[config.mk]
export PLATFORM = sky130hd
export DESIGN_NAME = layer0_patch_fetch
export DESIGN_NICKNAME = d
export VERILOG_FILES = /design/src/rtl/layer0_pkg.sv /design/src/rtl/layer0_patch_bank.sv /design/src/rtl/layer0_patch_fetch.sv
export SDC_FILE = /design/constraint.sdc
export NUM_CORES = 1
export LEC_CHECK = 0
export ABC_AREA = 1
export CAP_MARGIN = 20
export CORE_ASPECT_RATIO = 1.5
export CORE_MARGIN = 1.5
export CORE_UTILIZATION = 51
export DETAILED_ROUTE_END_ITERATION = 16
export PLACE_DENSITY = 0.78
export SLEW_MARGIN = 20
export SYNTH_ARGS = -nofsm -noshare
export SYNTH_HDL_FRONTEND = slang
export SYNTH_SLANG_ARGS = --single-unit
[constraint.sdc]
create_clock -name clk -period 11.2 [get_ports clk]
set_input_delay 2.24 -clock clk [delete_from_list [all_inputs] [get_ports clk]]
set_output_delay 2.24 -clock clk [all_outputs]
set_load 0.01 [all_outputs]
[src/rtl/layer0_pkg.sv]
//------------------------------------------------------------------------------
// Module   : layer0_pkg
// Purpose  : Shared constants, FSM state type and tap decoder for layer0.
// Revision : 1.0 - initial release
//------------------------------------------------------------------------------
`default_nettype none

package layer0_pkg;

    localparam int L0_MACS = 27;
    localparam int L0_K    = 3;
    localparam int L0_CIN  = 3;

    typedef enum logic [1:0] {
        ST_IDLE  = 2'd0,
        ST_ISSUE = 2'd1,
        ST_DRAIN = 2'd2
    } fetch_state_t;

    typedef struct packed {
        logic [1:0] c;
        logic [1:0] ky;
        logic [1:0] kx;
    } tap_pos_t;

    // k = c*9 + ky*3 + kx, the same order the engine stores its weights in
    function automatic tap_pos_t tap_decode(input logic [4:0] k);
        tap_pos_t p;
        p.c  = 2'(k / 5'd9);
        p.ky = 2'((k % 5'd9) / 5'd3);
        p.kx = 2'(k % 5'd3);
        return p;
    endfunction

endpackage

`default_nettype wire

[src/rtl/layer0_patch_bank.sv]
//------------------------------------------------------------------------------
// Module   : layer0_patch_bank
// Purpose  : 27 x int8 patch store, sync write, comb read, full flag.
// Revision : 1.0 - initial release
//------------------------------------------------------------------------------
`default_nettype none

module layer0_patch_bank
    import layer0_pkg::*;
(
    input  logic              clk,
    input  logic              rst,
    input  logic              wr_en,
    input  logic [4:0]        wr_idx,
    input  logic signed [7:0] wr_data,
    input  logic [4:0]        rd_idx,
    output logic signed [7:0] rd_data,
    input  logic              set_full,
    input  logic              clr_full,
    output logic              full
);

    logic signed [7:0] r_mem [0:L0_MACS-1];
    logic              r_full;

    always_ff @(posedge clk) begin
        if (rst) begin
            for (int i = 0; i < L0_MACS; i++) begin
                r_mem[i] <= '0;
            end
            r_full <= 1'b0;
        end else begin
            if (wr_en && (wr_idx < 5'(L0_MACS))) begin
                r_mem[wr_idx] <= wr_data;
            end
            if (set_full) begin
                r_full <= 1'b1;
            end else if (clr_full) begin
                r_full <= 1'b0;
            end
        end
    end

    assign rd_data = (rd_idx < 5'(L0_MACS)) ? r_mem[rd_idx] : 8'sd0;
    assign full    = r_full;

endmodule

`default_nettype wire

[src/rtl/layer0_patch_fetch.sv]
//------------------------------------------------------------------------------
// Module   : layer0_patch_fetch
// Purpose  : Fetches a zero-padded 3x3x3 input window per output pixel into a
//            patch bank read by layer0_engine. Define PATCH_DBUF_EN for two
//            FIFO-ordered banks (fetch overlaps compute); default is one bank.
// Revision : 1.0 - initial release
//------------------------------------------------------------------------------
`default_nettype none

module layer0_patch_fetch
    import layer0_pkg::*;
#(
    parameter int IMG_W   = 416,
    parameter int IMG_H   = 416,
    parameter int STRIDE  = 2,
    parameter int PAD     = 1,
    parameter int COORD_W = 9,
    parameter int ADDR_W  = 20
) (
    input  logic                clk,
    input  logic                rst,
    input  logic                req_valid,
    output logic                req_ready,
    input  logic [COORD_W-1:0]  req_ox,
    input  logic [COORD_W-1:0]  req_oy,
    output logic                mem_rd_en,
    output logic [ADDR_W-1:0]   mem_addr,
    input  logic signed [7:0]   mem_rd_data,
    output logic                patch_valid,
    output logic [COORD_W-1:0]  patch_ox,
    output logic [COORD_W-1:0]  patch_oy,
    input  logic [4:0]          mac_index,
    output logic signed [7:0]   act_out,
    input  logic                patch_done
);

`ifdef PATCH_DBUF_EN
    localparam int c_NBANK = 2;
`else
    localparam int c_NBANK = 1;
`endif
    localparam int         c_CW       = COORD_W + 3;
    localparam logic [4:0] c_LAST_TAP = 5'(L0_MACS - 1);

    fetch_state_t        r_state, w_state_next;
    logic [4:0]          r_tap;
    logic [COORD_W-1:0]  r_ox, r_oy;
    logic                r_pipe_vld, r_pipe_pad;
    logic [4:0]          r_pipe_tap;
    logic                r_wr_ptr, r_rd_ptr;
    logic                r_req_ready;
    logic [COORD_W-1:0]  r_bank_ox [0:1];
    logic [COORD_W-1:0]  r_bank_oy [0:1];

    logic [1:0]          w_full, w_full_next;
    logic signed [7:0]   w_rd_data [0:1];
    tap_pos_t            w_tap;
    logic signed [c_CW-1:0] w_iy, w_ix;
    logic                w_pad, w_accept, w_fill_done, w_release;
    logic                w_wr_ptr_next, w_rd_ptr_next, w_ready_next;
    logic signed [7:0]   w_wr_data;

    assign w_tap = tap_decode(r_tap);
    assign w_iy  = $signed({3'b000, r_oy}) * $signed(c_CW'(STRIDE))
                 + $signed(c_CW'(w_tap.ky)) - $signed(c_CW'(PAD));
    assign w_ix  = $signed({3'b000, r_ox}) * $signed(c_CW'(STRIDE))
                 + $signed(c_CW'(w_tap.kx)) - $signed(c_CW'(PAD));
    assign w_pad = w_iy[c_CW-1] || (w_iy >= $signed(c_CW'(IMG_H)))
                || w_ix[c_CW-1] || (w_ix >= $signed(c_CW'(IMG_W)));

    assign mem_rd_en = (r_state == ST_ISSUE) && !w_pad;
    assign mem_addr  = mem_rd_en ?
                       (ADDR_W'(w_tap.c) * ADDR_W'(IMG_H * IMG_W)
                      + ADDR_W'($unsigned(w_iy)) * ADDR_W'(IMG_W)
                      + ADDR_W'($unsigned(w_ix))) : '0;

    assign w_accept    = (r_state == ST_IDLE) && req_valid && r_req_ready;
    assign w_fill_done = (r_state == ST_DRAIN);
    assign patch_valid = w_full[r_rd_ptr];
    assign w_release   = patch_done && patch_valid;
    assign w_wr_data   = r_pipe_pad ? 8'sd0 : mem_rd_data;

    assign w_wr_ptr_next = (w_fill_done && (c_NBANK == 2)) ? ~r_wr_ptr : r_wr_ptr;
    assign w_rd_ptr_next = (w_release   && (c_NBANK == 2)) ? ~r_rd_ptr : r_rd_ptr;
    // Registered ready: look ahead at the state and bank occupancy after this edge
    assign w_ready_next  = (w_state_next == ST_IDLE) && !w_full_next[w_wr_ptr_next];

    assign req_ready = r_req_ready;
    assign patch_ox  = r_bank_ox[r_rd_ptr];
    assign patch_oy  = r_bank_oy[r_rd_ptr];
    assign act_out   = w_rd_data[r_rd_ptr];

    always_comb begin
        w_state_next = r_state;
        case (r_state)
            ST_IDLE:  if (w_accept) w_state_next = ST_ISSUE;
            ST_ISSUE: if (r_tap == c_LAST_TAP) w_state_next = ST_DRAIN;
            ST_DRAIN: w_state_next = ST_IDLE;
            default:  w_state_next = ST_IDLE;
        endcase
    end

    always_ff @(posedge clk) begin
        if (rst) begin
            r_state      <= ST_IDLE;
            r_tap        <= '0;
            r_ox         <= '0;
            r_oy         <= '0;
            r_pipe_vld   <= 1'b0;
            r_pipe_pad   <= 1'b0;
            r_pipe_tap   <= '0;
            r_wr_ptr     <= 1'b0;
            r_rd_ptr     <= 1'b0;
            r_req_ready  <= 1'b0;
            r_bank_ox[0] <= '0;
            r_bank_ox[1] <= '0;
            r_bank_oy[0] <= '0;
            r_bank_oy[1] <= '0;
        end else begin
            r_state     <= w_state_next;
            r_req_ready <= w_ready_next;
            r_wr_ptr    <= w_wr_ptr_next;
            r_rd_ptr    <= w_rd_ptr_next;
            // One-stage pipe aligns each buffer write with the returning read data
            r_pipe_vld  <= (r_state == ST_ISSUE);
            r_pipe_pad  <= w_pad;
            r_pipe_tap  <= r_tap;
            if (w_accept) begin
                r_ox                <= req_ox;
                r_oy                <= req_oy;
                r_tap               <= '0;
                r_bank_ox[r_wr_ptr] <= req_ox;
                r_bank_oy[r_wr_ptr] <= req_oy;
            end else if (r_state == ST_ISSUE) begin
                r_tap <= r_tap + 5'd1;
            end
        end
    end

    for (genvar b = 0; b < 2; b++) begin : g_bank
        if (b < c_NBANK) begin : g_used
            logic w_sel_wr, w_sel_rd;
            assign w_sel_wr       = (r_wr_ptr == 1'(b));
            assign w_sel_rd       = (r_rd_ptr == 1'(b));
            assign w_full_next[b] = (w_fill_done && w_sel_wr)
                                 || (w_full[b] && !(w_release && w_sel_rd));

            layer0_patch_bank u_bank (
                .clk      (clk),
                .rst      (rst),
                .wr_en    (r_pipe_vld && w_sel_wr),
                .wr_idx   (r_pipe_tap),
                .wr_data  (w_wr_data),
                .rd_idx   (mac_index),
                .rd_data  (w_rd_data[b]),
                .set_full (w_fill_done && w_sel_wr),
                .clr_full (w_release && w_sel_rd),
                .full     (w_full[b])
            );
        end else begin : g_unused
            assign w_full[b]      = 1'b0;
            assign w_full_next[b] = 1'b0;
            assign w_rd_data[b]   = 8'sd0;
        end
    end

endmodule

`default_nettype wire
# Word level (Yosys, flattened, before mapping)
# Memory sizes are Yosys's and may differ from the RTL's.
# Index checks and enable logic that the tools add are counted.
[totals]
ff_bits = 34
mem_bits_rw = 252
in_bits = 35
out_inout_bits = 49
mem_count = 3
[mem_list]
columns = ["memory", "words", "width", "read_ports", "rd_clocked_by_memory_dff", "wr", "line", "rtl"]
rows = [
  ["g_bank[0].g_used.u_bank.r_mem", 27, 8, 1, 0, 27, "layer0_patch_bank.sv:23", "logic signed [7:0] r_mem [0:L0_MACS-1];"],
  ["r_bank_ox", 2, 9, 1, 0, 2, "layer0_patch_fetch.sv:52", "logic [COORD_W-1:0] r_bank_ox [0:1];"],
  ["r_bank_oy", 2, 9, 1, 0, 2, "layer0_patch_fetch.sv:53", "logic [COORD_W-1:0] r_bank_oy [0:1];"],
]
[op_classes]
addsub = 7
mul = 2
div = 4
magnitude_cmp = 4
n_eq_ne = 3
muxes = 21
n_bitwise = 2
n_reduce_logical = 19
[op_table]
columns = ["cell", "n"]
rows = [
  [">= comparator 12 x 10 -> 1 bit, second input constant", 2],
  ["two-way mux 8 bit", 3],
  ["subtractor 11 x 1 -> 12 bit, second input constant", 2],
  ["adder 10 x 2 -> 11 bit", 2],
  ["adder 20 x 12 -> 20 bit", 1],
  ["adder 20 bit", 1],
  ["two-way mux 20 bit", 1],
  ["two-way mux 9 bit", 2],
  ["multiplier 12 x 4 -> 15 bit, second input constant", 1],
  ["two-way mux 1 bit", 11],
  ["< comparator 5 bit, second input constant", 2],
  ["multiplier 2 x 8 -> 10 bit, second input constant", 1],
  ["OR reduction 8 bit", 1],
  ["logical AND 1 bit", 7],
  ["adder 5 x 1 -> 5 bit, second input constant", 1],
  ["divider 5 x 2 -> 5 bit, second input constant", 1],
  ["divider 5 x 4 -> 5 bit, second input constant", 1],
  ["equality test 5 bit, second input constant", 1],
  ["remainder unit 5 x 2 -> 5 bit, second input constant", 1],
  ["remainder unit 5 x 4 -> 5 bit, second input constant", 1],
  ["two-way mux 5 bit", 1],
  ["zero test 2 bit", 2],
  ["logical OR 1 bit", 4],
  ["two-way mux 2 bit", 2],
  ["7 further kinds", 10],
]

# Depth between registers and ports, before layout
[depth]
word_depth = 11
ltp_mapped = 56
mapped_depth_nobuf = 56

# Hierarchy
# A second synthesis with hierarchy kept.
[unflattened]
cells_unflattened = 1867
hier_area_um2 = 15982.8
[modules_own_cells]
columns = ["module", "instances", "cells_per_inst", "area_per_inst_um2", "seq_area_each_um2"]
rows = [
  ["layer0_patch_bank", 1, 1093, 10337.4, 6656.4],
  ["layer0_patch_fetch", 1, 774, 5645.4, 1201.2],
]

# Worst setup path before layout
# Ideal clock, no wire load.
[synth_timing]
kind = "register to output"
startpoint = "register r_tap[0]"
endpoint = "output port mem_addr[18]"
t_arrival_ns = 7.821
path_slack_ns = 1.139
path_stages_with_launch = 50
path_cell_list = "dfxtp_1 inv_1 ha_1 nor2_2 nand2_4 nand2_4 ha_1 nand3_2 nand3_4 nand2_1 xor2_1 inv_1 ha_1 inv_1 ha_1 nand2_4 nand2_1 nand2_1 [... 14 more ...] nand3_1 nand2_1 a21oi_1 o21bai_1 nand3_1 nand2_1 a21oi_1 o21ai_0 xor2_1 inv_1 ha_1 ha_1 inv_1 nor4_1 inv_1 o2111ai_1 nor2_1 nor2_1"
[synth_via]
elab_chain_len = 11
elab_cells_between_ends = 20
cone_classes = "add/sub (6); mul (2); div (4); order compare (2); mux (1); reduce/logical (5)"
[synth_rtl]
columns = ["element", "line", "rtl"]
rows = [
  ["start: declaration", "layer0_patch_fetch.sv:46", "logic [4:0] r_tap;"],
  ["start signal: assignment", "layer0_patch_fetch.sv:135", "r_tap <= r_tap + 5'd1;"],
  ["branches (longest 10 deep; another with adder 20 bit)", "-", ""],
  ["two-way mux 20 bit *", "layer0_patch_fetch.sv:72", "assign mem_addr = mem_rd_en ?"],
  ["end: declaration", "layer0_patch_fetch.sv:27", "output logic [ADDR_W-1:0] mem_addr,"],
]
# Mark *: on every way between the ends.

# Worst setup path after layout
[layout_timing]
startpoint = "register r_tap[2]"
endpoint = "output port mem_addr[15]"
# Same word-level chain as after synthesis.

==> impl_metrics.toml <==
[sta]
timing.fmax_ghz = 0.0929
final_hold_viol_count = 0
final.min_clock_period_ns = 10.77
slew_headroom = 0.289
drv_slew = 0
setup_slack_ns = 0.435
finalSetupViolCount = 0
hold_ws_ns = 0.480
worst_slew_pin_slew_ns = 1.06
clock_skew_ns = 0.0134
period_share = 0.961

[cells_and_area]
multi_input_area_um2 = 6500
fin_util = 0.599
antenna_cells = 0
layout-drive-gt1-share = 0.0894
finalNetCount = 1844
layout_commonest_cell = "nor2_1"
nFillCells = 2426
fin_area_um2 = 17300
final_cell_mix = "370 x nor2_1, 234 x edfxtp_1, 219 x nand2_1, 173 x inv_1, 84 x ha_1"
area_growth_pct = 15.0
regArea_um2 = 7710

[setup_path]
cp.required_ns = 8.96
critical_path.top_delay_family = "adder cells"
slowest_stage = "clkdlybuf4s50_1"
r2r_slack_ns = 5.38
ff2ff_path_depth = 39
max_stage_delay_ns = 0.56
start_kind = "flip-flop"
path_buf_inv = 8
critical_path.max_fanout = 7
r2r-end = "r_pipe_pad"
r2r_start = "r_tap[2]"
arrival_ns = 8.53
cp-end-kind = "output pin"
critPathKind = "reg2out"

[power]
switchingPower_w = 0.00150
switching_share = 0.396
power.leakage_nw = 7.19
fin_total_pwr_w = 0.00379
power_frac_seq = 0.299
intPower_w = 0.00229
pwr-share-comb = 0.481
irDropWorstVdd_mv = 0.342
p_clk_frac = 0.220
powerDensity_nw_per_um2 = 219

[clock_network]
cts-buffers-inserted = 25
worstSkewPairLatency_ns = 0.55
cts_tree = "yes"
clkTransAtPathRegs_ns = 0.06
cts_sinks = 268
root_buffer = "clkbuf_16"
cts.path.max_buffers = 3
htreeDepth = 1

[synthesis]
async_reset_ff_frac = 0
synth.distinct_cells = 47
synth_top_area_frac = 0.468
yosysTopAreaCell = "edfxtp_1"
synth_edf_count = 234
netlist_area_um2 = 15000
ys_seq_elements = 268
synth_area_leaders = "edfxtp_1 47%, nor2_1 9.3%, ha_1 7.7%"
ys_seq_area_frac = 0.514
synth.avg_cell_area_um2 = 9.20
syn_inst = 1632
ys_warn_count = 0
synthFlopType = "edfxtp_1"
synth_nets = 1773

[floorplanning]
io_pins = 84
row_count = 76
start_util = 0.521
die_area_um2 = 30500
die_w_um = 143
placeableCoreArea_um2 = 28800
die_h_um = 213

[flow_run]
max_cap_violations = 0

[place]
hpwlAfterDp_um = 26800
io_buffers = 83
placed_area_um2 = 16200
dp_slack_ns = -0.0309
gp_congestion = 0.920

[global_route]
grt_overflow = 0
grtUsageTotal = 0.261
grt_pass1_wl_um = 61100
antenna_found_initial = 1
grt_max_degree = 84
grt_pass1_vias = 11900

[drt]
detail-route-antenna-nets = 0
wirelength_um = 39300
vias = 12000
routedWlPerCell_um = 18.6
first_pass_iters = 5
drc = 0
drtIter0Drc = 912
vias_per_cell = 5.69

[worst_hold_path]
hold_path.class = "reg2reg"
hold_depth = 2
worstHoldEndpoint = "r_pipe_tap[4]"
hp-start = "r_tap[4]"

[outcome]
status = "completed"
-- worst min-delay path, delay by kind of cell (launching register included) --
| kind | cells | cell delay (ns) |
|---|---|---|
| buf+inv | 1 | 0.08 |
| flops | 1 | 0.32 |
| simple gates | 1 | 0.04 |
-- state kept, by name, indices dropped and copies added, names as in the netlist --
name                        count
r_bank_oy                       9
r_bank_ox                       9
r_state                         2
r_pipe_pad                      1
r_pipe_tap                      5
g_bank.g_used.u_bank.r_mem    216
r_pipe_vld                      1
req_ready                       1
r_ox                            9
g_bank.g_used.u_bank.full       1
r_oy                            9
r_tap                           5
-- routing by layer --
layer	vias up	wire (um)	track usage
met5	-	15	0
met1	5672	13500	0.282
li1	5664	-	-
met3	139	2800	0.0339
met4	2	2320	0.149
met2	544	20700	0.485
-- Yosys cell counts (2+ instances only) --
| master | number |
|---|---|
| nor2_2 | 2 |
| ha_1 | 92 |
| o211ai_1 | 21 |
| xnor2_1 | 5 |
| o21ai_0 | 75 |
| nand2_2 | 10 |
| o21bai_1 | 6 |
| nand3_2 | 4 |
| nand3b_1 | 2 |
| nand2_4 | 5 |
| nor2_1 | 372 |
| buf_4 | 3 |
| clkbuf_1 | 65 |
| o2111ai_1 | 2 |
| fa_1 | 14 |
| nand3_1 | 69 |
| a31oi_1 | 5 |
| nor2_4 | 4 |
| nand3_4 | 2 |
| nor3_1 | 21 |
| nand4_1 | 7 |
| inv_2 | 10 |
| inv_1 | 175 |
| a32oi_1 | 3 |
| nor4_2 | 6 |
| edfxtp_1 | 234 |
| buf_2 | 2 |
| a32o_1 | 5 |
| o221ai_1 | 31 |
| o21ai_1 | 2 |
| dfxtp_1 | 34 |
| o311ai_0 | 3 |
| nand2_1 | 221 |
| xor2_1 | 28 |
| or2_2 | 4 |
| a21oi_1 | 55 |
| o22ai_1 | 23 |
-- stage by stage --
step                TNS, ns  cells
floorplan                 0   1632
detailed placement  -0.0309   2052
global placement          0   2052
CTS                 -0.0166   2100
finish                    0   2112
global route         -0.150   2112
-- final cells by class --
class	count	area share
sequential	268	0.447
clock inverter	8	0.00333
timing repair buffer	114	0.0615
multi-input combinational	1108	0.376
tap	390	0.0283
clock buffer	38	0.0431
inverter	186	0.0406
-- how the worst max path moves through the flow --
stage,from,to,slack [ns],cells after the start
finish,r_tap[2],mem_addr[15],0.43,45
global route,r_tap[2],mem_addr[18],-0.08,51
CTS,r_tap[2],mem_addr[16],-0.02,46
detailed placement,r_tap[2],mem_addr[18],-0.03,51
global placement,r_tap[2],mem_addr[19],0.27,52
floorplan,r_tap[0],mem_addr[18],1.14,49
-- repair_timing --
action / 4_1_cts / 5_1_grt
endpoints found under the setup margin: 6 / 7
pin swaps: 3 / 12
gates resized for setup: 13 / 33
setup buffers: 2 / 12
hold buffers: 0 / 0
gates cloned: 0 / 0
-- cell families after synthesis --
group	count (synthesis)	share of synthesized area
xor+xnor	33	0.0193
flops	268	0.514
fa+ha+maj	106	0.0954
compound gates	235	0.0977
buf+inv	256	0.0651
simple gates	734	0.209
-- power groups by stage --
stage | logic [W] | clock network (W) | registers, W
6_report | 0.00182 | 0.000835 | 0.00113
3_3_place_gp | 0.00152 | 0 | 0.00115
2_1_floorplan | 0.00117 | 0 | 0.00115
5_1_grt | 0.00202 | 0.000877 | 0.00113
3_5_place_dp | 0.00154 | 0 | 0.00115
4_1_cts | 0.00157 | 0.000845 | 0.00113
No activity file was read; power rests on OpenSTA's default activity.
